File: config.mk
export PLATFORM = sky130hd
export DESIGN_NAME = clk_div_sched
export DESIGN_NICKNAME = d
export VERILOG_FILES = /design/src/rtl/clk_div_sched_pkg.sv /design/src/rtl/clk_div_core.sv /design/src/rtl/clk_div_sched.sv
export SDC_FILE = /design/constraint.sdc
export NUM_CORES = 1
export LEC_CHECK = 0
export CAP_MARGIN = 20
export CORE_MARGIN = 8
export CORE_UTILIZATION = 49
export DETAILED_ROUTE_END_ITERATION = 8
export MAX_ROUTING_LAYER = met4
export PLACE_DENSITY = 0.75
export SYNTH_ARGS = -nofsm -noshare
export SYNTH_HDL_FRONTEND = slang
export SYNTH_HIERARCHICAL = 1
export SYNTH_SLANG_ARGS = --single-unit
export TNS_END_PERCENT = 5
File: constraint.sdc
create_clock -name clk -period 3.2 [get_ports clk]
set_clock_uncertainty 0.2 [all_clocks]
set_input_delay 0.64 -clock clk [delete_from_list [all_inputs] [get_ports clk]]
set_output_delay 0.64 -clock clk [all_outputs]
set_load 0.05 [all_outputs]
File: src/rtl/clk_div_sched_pkg.sv
// clk_div_sched_pkg: shared FSM state type, minimum ratio and DEFAULT_DIV legality check (rev 1.0).
`default_nettype none

package clk_div_sched_pkg;

  typedef enum logic [1:0] {
    IDLE = 2'd0,
    RUN  = 2'd1,
    PEND = 2'd2
  } state_t;

  localparam int DIV_MIN = 2;

  function automatic bit div_legal(input int div, input int width);
    return (div >= DIV_MIN) && (div < (1 << width));
  endfunction

endpackage

`default_nettype wire

File: src/rtl/clk_div_core.sv
// clk_div_core: period counter, terminal detect, registered clk_out/tick (rev 1.0).
// CLK_DIV_SCHED_ODD_DUTY_EN adds a negedge flop that stretches odd-N high time to 50%.
`default_nettype none

module clk_div_core #(
  parameter int DIV_W = 8
) (
  input  logic             clk,
  input  logic             reset,
  input  logic [DIV_W-1:0] cur_div,   // ratio, run and clear all describe the coming cycle
  input  logic             run,
  input  logic             clear,
  output logic             terminal,
  output logic             tick,
  output logic             clk_out
);

  logic [DIV_W-1:0] cnt;
  logic [DIV_W-1:0] cnt_next;
  logic             term_next;
  logic             pos_q;

  assign cnt_next  = (clear || terminal) ? '0 : cnt + DIV_W'(1);
  assign term_next = (cnt_next == cur_div - DIV_W'(1));

  always_ff @(posedge clk or posedge reset) begin
    if (reset) begin
      cnt      <= '0;
      terminal <= 1'b0;
      tick     <= 1'b0;
      pos_q    <= 1'b0;
    end else begin
      cnt      <= cnt_next;
      terminal <= term_next;
      tick     <= run && term_next;
      pos_q    <= run && (cnt_next < (cur_div >> 1));
    end
  end

`ifdef CLK_DIV_SCHED_ODD_DUTY_EN
  logic odd_q;
  logic neg_q;

  always_ff @(posedge clk or posedge reset) begin
    if (reset) odd_q <= 1'b0;
    else       odd_q <= cur_div[0];
  end

  // Half-cycle-delayed copy of the high phase; only odd ratios use it.
  always_ff @(negedge clk or posedge reset) begin
    if (reset) neg_q <= 1'b0;
    else       neg_q <= odd_q && pos_q;
  end

  assign clk_out = pos_q | neg_q;
`else
  assign clk_out = pos_q;
`endif

endmodule

`default_nettype wire

File: src/rtl/clk_div_sched.sv
// clk_div_sched: divide-by-N controller; ratio changes via valid/ready land on period boundaries (rev 1.0).
// Optional macro CLK_DIV_SCHED_ODD_DUTY_EN gives 50% duty for odd N.
`default_nettype none

module clk_div_sched
  import clk_div_sched_pkg::*;
#(
  parameter int DIV_W       = 8,
  parameter int DEFAULT_DIV = 3
) (
  input  logic             clk,
  input  logic             reset,
  input  logic             enable,
  input  logic             cfg_valid,
  output logic             cfg_ready,
  input  logic [DIV_W-1:0] cfg_div,
  output logic             cfg_err,
  output logic             clk_out,
  output logic             tick,
  output logic             running,
  output logic [DIV_W-1:0] cur_div
);

  if (!div_legal(DEFAULT_DIV, DIV_W)) begin : g_bad_default
    $error("clk_div_sched: DEFAULT_DIV must be >= 2 and < 2**DIV_W");
  end

  state_t           state;
  state_t           state_next;
  logic [DIV_W-1:0] pend_div;
  logic [DIV_W-1:0] pend_next;
  logic [DIV_W-1:0] div_next;
  logic             err_next;
  logic             run_next;
  logic             terminal;
  logic             xfer;
  logic             legal;

  assign xfer     = cfg_valid && cfg_ready;
  assign legal    = (cfg_div >= DIV_W'(DIV_MIN));
  assign run_next = (state_next != IDLE);

  always_comb begin
    state_next = state;
    div_next   = cur_div;
    pend_next  = pend_div;
    err_next   = xfer && !legal;
    case (state)
      IDLE: begin
        if (xfer && legal) div_next = cfg_div;
        if (enable)        state_next = RUN;
      end
      RUN: begin
        // A stop completing this cycle makes the divider idle, so a new ratio can land directly.
        if (terminal && !enable) begin
          state_next = IDLE;
          if (xfer && legal) div_next = cfg_div;
        end else if (xfer && legal) begin
          pend_next  = cfg_div;
          state_next = PEND;
        end
      end
      PEND: begin
        if (terminal) begin
          div_next   = pend_div;
          state_next = enable ? RUN : IDLE;
        end
      end
      default: state_next = IDLE;
    endcase
  end

  always_ff @(posedge clk or posedge reset) begin
    if (reset) begin
      state     <= IDLE;
      cur_div   <= DIV_W'(DEFAULT_DIV);
      pend_div  <= '0;
      cfg_err   <= 1'b0;
      cfg_ready <= 1'b1;
      running   <= 1'b0;
    end else begin
      state     <= state_next;
      cur_div   <= div_next;
      pend_div  <= pend_next;
      cfg_err   <= err_next;
      cfg_ready <= (state_next != PEND);
      running   <= run_next;
    end
  end

  clk_div_core #(
    .DIV_W(DIV_W)
  ) u_core (
    .clk      (clk),
    .reset    (reset),
    .cur_div  (div_next),
    .run      (run_next),
    .clear    (state == IDLE),
    .terminal (terminal),
    .tick     (tick),
    .clk_out  (clk_out)
  );

endmodule

`default_nettype wire
==> results.md <==
- CP max FO: 5
- Post-synth net total: 191
- Main synth FF type: dfrtp_1
- Top cell type's share of synthesized area: 39.9%
- Routed len/inst: 19.9 um
- Final Worst Setup Slack: -0.339 ns
- Max-cap violation count: 0
- Power Dens Cells: 311 nW/um2
- Hold Buf Count CTS: 0
- Violated checks: setup timing
- Growth of design area from synthesis to finish: 53.9%
- Core area: 3610 um2
- Clock latency on the worst-skew pair: 0.29 ns
- Final period utilization: 111%
- Post-route ant nets: 0
- IO buf count: 24
- H-tree Lvls: 2
- Leakage: 1.28 nW
- Total power: 0.000871 W
- RSZ-0062 raised after global routing: yes
- Endpoints failing setup: 3
- Global-route wire length before repair: 8960 um
- EDFF count, synth: 0
- Flop and latch count out of synthesis: 32
- R2R depth: 14
- Worst-path clk slew: 0.07 ns
- Die width: 77.0 um
- Register area share after synthesis: 44.2%
- Detailed-router iteration count before antenna repair: 4
- Synth cell count leaders: 29 x dfrtp_1, 13 x inv_1, 10 x nand2_1, 10 x nor2_1
- Top-count cell post-synth: dfrtp_1
- Max transition margin: 45.5%
- Slew @ Worst Pin: 0.816 ns
- Worst setup EP type: flip-flop
- Synthesized area per cell: 10.6 um2
- Full die area: 5920 um2
- Via count: 1753
- Crit path cell chain: buf_8 -> nor4_4 -> a21oi_4 -> buf_12 -> a21oi_4 -> buf_4 -> buf_4 -> a221o_1 -> inv_2 -> ha_4 -> buf_4 -> mux2_2 -> o21ai_1 -> nand2_2 -> a2111oi_4
- Initial core utilization: 50.5%
- Achievable Freq: 283 MHz
- Share of layout cells above drive strength 1: 43.6%
- Routed WL: 5920 um
- Initial antenna violation count: 0
- Setup TNS: -0.653 ns
- Clock sinks: 32
- WHS Path Cells: 1
- Final Hold Viols: 0
- Cell Area, Synth: 1820 um2
- CTS tree: yes
- Pin count of the biggest net entering global routing: 22
- Synth area leaders: dfrtp_1 40%, mux2_2 5.6%, ha_1 5.5%, a221o_1 4.4%, dfstp_2 4.3%
- Status: finished, violations left
- Crit-path slowest cell: nor4_4
- Crit path arrival time: 3.53 ns
- GRT overflow: 0
- Synth Warn #: 6
- Setup CP Type: in -> reg
- CTS Buffer Depth: 2
- Remaining DRCs: 0
- Startpoint types: primary input
- I/O Pins: 25
- Row count: 22
- # diodes: 0
- Vias in the first global route: 1824
- Critical Path Most Common Cell: buf_4
- GP Congestion: 0.863
- Critical Path Max Stage Delay: 0.35 ns
- Worst Hold Class: reg -> reg
- DR iter-0 viols: 109
- Slew Limit Fails: 0
- Netlist cell types: 43
- CTS root buffer: clkbuf_8
- Async set or reset register ratio after synthesis: 100%
- Synth area leader: dfrtp_1
- Final #Nets: 269
- CTS Buf Count: 5
- HPWL Detailed: 3580 um
- Aggregate global-route resource usage: 19.1%
- Die height: 77.0 um
- Vias per cell: 5.88
- Final critical-path required period: 3.54 ns
- Maximum vdd drop: 0.288 mV
- Syn Inst Count: 171
- CP required: 3.19 ns
## state kept, by name, indices dropped and copies added, names as in the netlist
name	flops
u_core/terminal	1
cfg_ready	1
pend_div	8
u_core/tick	1
cur_div	8
cfg_err	1
state	2
u_core/clk_out	1
running	1
u_core/cnt	8
## where the power goes
group          total (W)  switching, W  internal (W)
clock           0.000427      0.000153      0.000275
combinational  0.0000393     0.0000188     0.0000205
sequential      0.000405             0      0.000405
total           0.000871      0.000172      0.000700
## final cells by class
class	count	area, um2
Multi-Input combinational cell	124	1130
Sequential cell	32	805
Fill cell	217	805
Timing Repair Buffer	73	628
Clock buffer	7	96.3
Tap cell	48	60.1
Inverter	13	48.8
Clock inverter	1	30.0
## logic make-up (layout without fill, tap and decap cells)
group,Yosys count,after routing,share of synthesized area [%]
simple gates,58,58,18.3
compound gates,36,36,15.9
flops,32,32,44.2
buf+inv,15,94,3.57
xor+xnor,13,13,7.01
mux,9,9,5.57
fa+ha+maj,8,8,5.50
## cell usage in the layout (no fill, tap or decap), types with 2 or more instances in the layout
cell type,n
a21o_1,3
a21oi_1,5
a21oi_4,4
a221o_1,8
and2_1,8
buf_2,3
buf_4,45
buf_6,3
buf_8,2
clkbuf_8,7
clkdlybuf4s15_2,2
clkdlybuf4s50_1,15
dfrtp_1,29
dfstp_2,3
ha_1,7
inv_1,11
inv_2,2
mux2_2,9
nand2_1,8
nand2_2,2
nand2b_1,2
nand3_1,5
nand4_1,3
nor2_1,10
nor4_2,2
o21ai_0,5
or3_1,2
or3_4,2
xnor2_1,6
xnor2_2,2
xor2_1,3
## routing by layer
layer | wire length, um | global-route usage, % | part of all wire, %
met4 | 240 | 11.2 | 4.1
met5 | 0 | - | 0
met3 | 341 | 3.85 | 5.8
met1 | 2360 | 21.1 | 40
met2 | 2980 | 31.5 | 50
## per-stage QoR
stage	util [%]	hold WS, ns	cell area (um2)	cells	setup slack, ns
2_1_floorplan	-	0.271	1850	171	-0.284
3_3_place_gp	66.0	0.281	2380	274	-0.766
3_5_place_dp	66.0	0.287	2380	274	-0.823
4_1_cts	72.7	0.302	2620	291	-0.323
5_1_grt	77.7	0.324	2800	298	-0.398
6_report	77.7	0.299	2800	298	-0.339
## worst paths after layout
check                                   startpoint                 endpoint  slack, ns
max                                     cfg_div[6]    u_core/tick$_DFF_PP0_      -0.34
min                        pend_div[6]$_DFFE_PP0P_  pend_div[6]$_DFFE_PP0P_       0.30
max reg2reg                     state[0]$_DFF_PP0_    u_core/tick$_DFF_PP0_      -0.20
min reg2reg                pend_div[6]$_DFFE_PP0P_  pend_div[6]$_DFFE_PP0P_       0.30
max in group asynchronous                    reset  pend_div[6]$_DFFE_PP0P_       1.63
min in group asynchronous                    reset    u_core/tick$_DFF_PP0_       0.49
## what timing repair did
item                       in CTS  in global routing
pin swaps                      14                 18
gates resized for setup        41                 24
buffers inserted                9                  8
setup endpoints to repair       3                  3
## critical path: cells and delay by family
kind            cells  cell delay, ns
buf+inv             6            0.67
compound gates      5            1.10
mux                 1            0.33
fa+ha+maj           1            0.30
simple gates        2            0.47
Power figures use the tool's default switching activity.
